[config.mk]
export PLATFORM = sky130hd
export DESIGN_NAME = irq_unit_fifo
export DESIGN_NICKNAME = d
export VERILOG_FILES = /design/src/rtl/irq_unit_fifo.sv
export SDC_FILE = /design/constraint.sdc
export NUM_CORES = 1
export LEC_CHECK = 0
export CAP_MARGIN = 20
export CORE_AREA = 8 8 191 330
export DETAILED_ROUTE_END_ITERATION = 12
export DIE_AREA = 0 0 199 338
export SLEW_MARGIN = 25
export SYNTH_ARGS = -nofsm -noshare
export SYNTH_HDL_FRONTEND = slang
export SYNTH_SLANG_ARGS = --single-unit
[constraint.sdc]
create_clock -name clk -period 15 [get_ports clk]
set_input_delay 3 -clock clk [delete_from_list [all_inputs] [get_ports clk]]
set_output_delay 3 -clock clk [all_outputs]
set_load 0.01 [all_outputs]
[src/rtl/irq_unit_fifo.sv]
// irq_unit_fifo: interrupt event FIFO drained through a config-bus register bank.
// Define IRQ_UNIT_FIFO_STATS_EN to add the saturating drop counter at offset 3.
module irq_unit_fifo #(
   parameter int DEPTH = 16,
   parameter int CNT_W = 8
) (
   input  logic        clk,
   input  logic        reset_n,
   input  logic        data_irq_valid,
   input  logic [15:0] data_irq_addr,
   input  logic        cfg_irq_valid,
   input  logic [15:0] cfg_irq_addr,
   input  logic [13:0] config_addr,
   input  logic        config_en,
   input  logic        config_wr,
   input  logic [31:0] config_wdata,
   input  logic        sel,
   output logic [31:0] rdata,
   output logic        error,
   output logic        irq
);

   localparam int AW = $clog2(DEPTH);
   localparam int CW = AW + 1;
   localparam logic [CW:0] DEPTH_W = (CW + 1)'(DEPTH);

   typedef logic [16:0] entry_t;

   entry_t        mem [DEPTH];
   logic [AW-1:0] rd_ptr;
   logic [AW-1:0] wr_ptr;
   logic [CW-1:0] count;
   logic          overflow;

   logic          access;
   logic [10:0]   off;
   logic          bad;
   logic          rd_ok;
   logic          pop;
   logic          clear;
   logic [CW:0]   free;
   logic          data_ok;
   logic          cfg_ok;
   logic [1:0]    n_push;
   logic [1:0]    n_drop;
   logic          full;
   logic          empty;
   entry_t        head;
   logic [31:0]   status_word;
   logic [31:0]   drops_word;
   logic [31:0]   rdata_d;
   logic          unused_bits;

   assign unused_bits = ^{config_wdata, config_addr[13:11]};

   assign access = sel & config_en;
   assign off    = config_addr[10:0];
   // writes are legal only at CLEAR; anything past offset 3 is unmapped
   assign bad    = access & ((off > 11'd3) | (config_wr & (off != 11'd2)));
   assign rd_ok  = access & ~config_wr & ~bad;
   assign empty  = (count == '0);
   assign full   = (count == DEPTH_W[CW-1:0]);
   assign pop    = rd_ok & (off == 11'd0) & ~empty;
   assign clear  = access & config_wr & (off == 11'd2);
   assign head   = mem[rd_ptr];

   // a same-cycle pop frees one slot for the incoming pushes
   assign free    = DEPTH_W - {1'b0, count} + {{CW{1'b0}}, pop};
   assign data_ok = reset_n & data_irq_valid & (free != '0);
   assign cfg_ok  = reset_n & cfg_irq_valid &
                    (free > {{CW{1'b0}}, data_ok});
   assign n_push  = {1'b0, data_ok} + {1'b0, cfg_ok};
   assign n_drop  = {1'b0, data_irq_valid & ~data_ok} +
                    {1'b0, cfg_irq_valid & ~cfg_ok};

   assign irq = ~empty;

   assign status_word = {overflow, full, empty, 20'b0, 9'(count)};

`ifdef IRQ_UNIT_FIFO_STATS_EN
   logic [CNT_W-1:0] drops;
   logic [CNT_W:0]   drop_sum;

   assign drop_sum   = {1'b0, drops} + (CNT_W + 1)'(n_drop);
   assign drops_word = 32'(drops);

   always_ff @(posedge clk or negedge reset_n) begin
      if (!reset_n) begin
         drops <= '0;
      end else if (clear) begin
         drops <= '0;
      end else if (drop_sum[CNT_W]) begin
         drops <= '1;
      end else begin
         drops <= drop_sum[CNT_W-1:0];
      end
   end
`else
   assign drops_word = '0;
`endif

   always_comb begin
      rdata_d = '0;
      if (rd_ok) begin
         unique case (1'b1)
            off == 11'd0: rdata_d = pop ? {1'b1, 14'b0, head} : '0;
            off == 11'd1: rdata_d = status_word;
            off == 11'd3: rdata_d = drops_word;
            default:      rdata_d = '0;
         endcase
      end
   end

   always_ff @(posedge clk) begin
      if (data_ok) begin
         mem[wr_ptr] <= {1'b0, data_irq_addr};
      end
      if (cfg_ok) begin
         mem[wr_ptr + AW'(data_ok)] <= {1'b1, cfg_irq_addr};
      end
   end

   always_ff @(posedge clk or negedge reset_n) begin
      if (!reset_n) begin
         rd_ptr   <= '0;
         wr_ptr   <= '0;
         count    <= '0;
         overflow <= 1'b0;
         rdata    <= '0;
         error    <= 1'b0;
      end else begin
         rd_ptr <= rd_ptr + AW'(pop);
         wr_ptr <= wr_ptr + AW'(n_push);
         count  <= count + CW'(n_push) - CW'(pop);
         rdata  <= rdata_d;
         error  <= bad;
         if (clear) begin
            overflow <= 1'b0;
         end else if (n_drop != 2'd0) begin
            overflow <= 1'b1;
         end
      end
   end

endmodule

==> metrics.yaml <==
setup_path:
  crit_type: "in2reg"
  start_kind: "primary input"
  cp_common_cell: "ha_1"
  arrival_ns: 10.62
  cp_slowest_stage_delay_ns: 0.91
  setup.worst_path.end_class: "register"
  path_buf_inv: 3
  worstPathMaxFanout: 76
  required_ns: 15.26
  crit_slowest_cell: "and4bb_4"
  path_delay_family: "simple AND/OR/NAND/NOR gates"
  crit_chain: "clkdlybuf4s50_1 > nor4_1 > nand3_1 > or4_1 > or3_1 > ha_1 > inv_1 > ha_1 > nand2_1 > o41a_1 > and4bb_4 > nor2_1 > ha_1 > nor2_1 > a211o_1 > o311a_4 > nand3_2 > o21ai_1 > buf_4"
status:
  status: "completed"
logic_synthesis:
  yosys.area_share.adder: 0.01602
  yosysTopAreaCell: "edfxtp_1"
  synth_top_cells_by_area: "edfxtp_1 (44%), mux4_2 (10%), mux2_2 (8.2%), o31ai_1 (5.7%), dfrtp_1 (5.0%)"
  synth_cell_type_count: 57
  synth_mux_area_frac: 0.1929
  synth_edf_count: 256
  yosysWarnings: 0
  synth_area_per_cell_sq_um: 12.06
  synth_xor_area_frac: 0.005555
  yosys.area_share.simple: 0.1450
  synth_compound_area_frac: 0.07719
  synth_top_area_frac: 0.4432
  ys_ff_latch: 307
  syn_inst: 1438
  synthFlopType: "edfxtp_1"
  synthesis.area_sq_um: 17340
  synth_top_family_by_area: "multiplexers"
  async_flop_share: 0.1140
  seq_area_frac_synth: 0.5122
routing:
  via_count: 12660
  detail-route-antenna-nets: 0
  wl_um: 56080
  drc_errors: 0
  viasPerCell: 5.684
  detail_route.first_pass.iterations: 6
  wire_per_inst_um: 25.17
  drtIter0Drc: 1025
floorplanning:
  core_sq_um: 58610
  pin_count: 119
  initial_utilization: 0.2959
  die_area_sq_um: 67260
  die_height_um: 338
  core.rowCount: 118
  die_x_um: 199
cts:
  hold_buffers: 0
  cts_tree: "yes"
  insertion_delay_ns: 0.57
  postCtsResizedCells: 0
  post_cts_buffers: 0
  h-tree-depth: 1
  clk_pin_slew_worst_paths_ns: 0.07
  numCtsBuffers: 28
  clk_path_buf_depth: 3
  clock_sinks: 307
  cts_root_buffer: "clkbuf_16"
power:
  total_power_w: 0.002645
  leakage_nw: 6.506
  power_density_nw_per_um2: 135.4
  ir_drop_mv: 0.07594
timing:
  setup_viol: 0
  tightest_slew_ns: 1.048
  hold_viol: 0
  rsz0062_at_grt: "false"
  clock_skew_ns: 0.01856
  slew_headroom: 0.2991
  setup-tns-final_ns: 0
  period_minus_slack_ns: 10.36
  period_share: 0.6904
  slew_viol_final: 0
  timing.fmax_ghz: 0.09656
global_routing:
  grt_pass1_vias: 13290
  grt_max_degree: 86
  antenna_found_initial: 4
  track_usage: 0.1633
  grt.overflow.total: 0
  grt_pass1_wl_um: 82810
min_path:
  hp-class: "reg2reg"
placed_design:
  gp_congestion: 0.8398
  dpl.cell_count: 2175
  hpwl_um: 37180
  port_buffers: 71
finish:
  final_cell_count_no_fill: 2228
  drive_gt1_frac: 0.2254
  area_growth_pct: 12.62
  nets: 1531
  mostFrequentLayoutCells: "edfxtp_1 (256), nand2_1 (139), o31ai_1 (132)"
  multi_input_area_sq_um: 7684
  n_fill_cell: 5754
  final_common_cell: "edfxtp_1"
  fin_util: 0.3333
  regArea_sq_um: 8890
job:
  drv_cap: 0
registers in the layout (all words and copies together), names as in the netlist:
signal    cells
error         1
mem         272
overflow      1
count         5
rd_ptr        4
wr_ptr        4
rdata        20
metrics by stage:
stage / setup WS, ns / hold slack [ns] / cell area, sq um
after detailed placement: 4.017 / 0.4439 / 18630
after global routing: 4.264 / 0.4657 / 19530
after CTS: 4.615 / 0.4586 / 19530
final: 4.644 / 0.4599 / 19530
after floorplan: 5.739 / 0.4205 / 17390
after global placement: 4.268 / 0.4308 / 18620
layer usage:
metal	global-route usage	share of wire
met2	0.3102	0.54
met5	0	0.00048
met3	0.02077	0.069
met1	0.1662	0.33
met4	0.1007	0.063
kinds of logic after synthesis:
| group | after synthesis |
|---|---|
| AOI/OAI and AO/OA | 179 |
| xor gates and xnor gates | 11 |
| adders and majority gates | 21 |
| buffers and inverters | 183 |
| DFF | 307 |
| muxes | 217 |
| other | 1 |
| and+or+nand+nor | 519 |
worst min-delay path, cell delays in order, from the launching register on:
cell     delay, ns
dfxtp_1       0.31
o31ai_1       0.06
nand2_1       0.05
worst paths after layout:
check                      cells past startpoint            from           to  slack, ns
hold reg to reg                                2     mem[13][16]  mem[13][16]       0.46
hold / removal                                 2     mem[13][16]  mem[13][16]       0.46
setup / recovery                              19  config_addr[4]   mem[0][10]       4.64
setup reg to reg                              19        count[2]   mem[0][10]       7.49
max in group asynchronous                      2         reset_n    rd_ptr[0]      12.06
min in group asynchronous                      2         reset_n    rdata[13]       2.46
cell type report:
type,count,area share
repair buffers,113,0.05227
diodes,2,0.0002562
clock buffers,39,0.03907
multi-input cells,959,0.3934
clock inverters,12,0.006918
well taps,780,0.04996
inverters,16,0.003075
flip-flops and latches,307,0.4551
report_power, final:
| part | switching [W] | total, W | internal [W] |
|---|---|---|---|
| logic | 0.000563 | 0.000791 | 0.000228 |
| registers | 0.0000552 | 0.00112 | 0.00106 |
| clock network | 0.000329 | 0.000736 | 0.000407 |
| total | 0.000947 | 0.00264 | 0.00170 |
synth_stat cells, types with 2 or more instances:
master / number
o31ai_1: 132
o21ai_0: 15
nor4_1: 2
o21ai_1: 3
nor3_1: 77
buf_4: 15
mux2_2: 126
xor2_1: 6
inv_1: 16
buf_1: 6
mux2_1: 4
nor2b_1: 16
edfxtp_1: 256
nand3_1: 121
nand4_1: 16
nand2b_1: 9
dfrtp_1: 35
and2_1: 9
mux2i_1: 5
fa_1: 2
a21o_1: 7
nor2_1: 80
a21oi_1: 9
or4_1: 2
buf_2: 16
ha_1: 19
nand2_1: 139
nor3b_1: 3
or3_1: 7
mux4_2: 80
dfxtp_1: 16
xnor2_1: 5
o31ai_2: 9
mux2_4: 2
clkbuf_1: 114
and3_1: 22
nand3b_1: 2
buf_6: 16
Power figures use the tool's default switching activity.
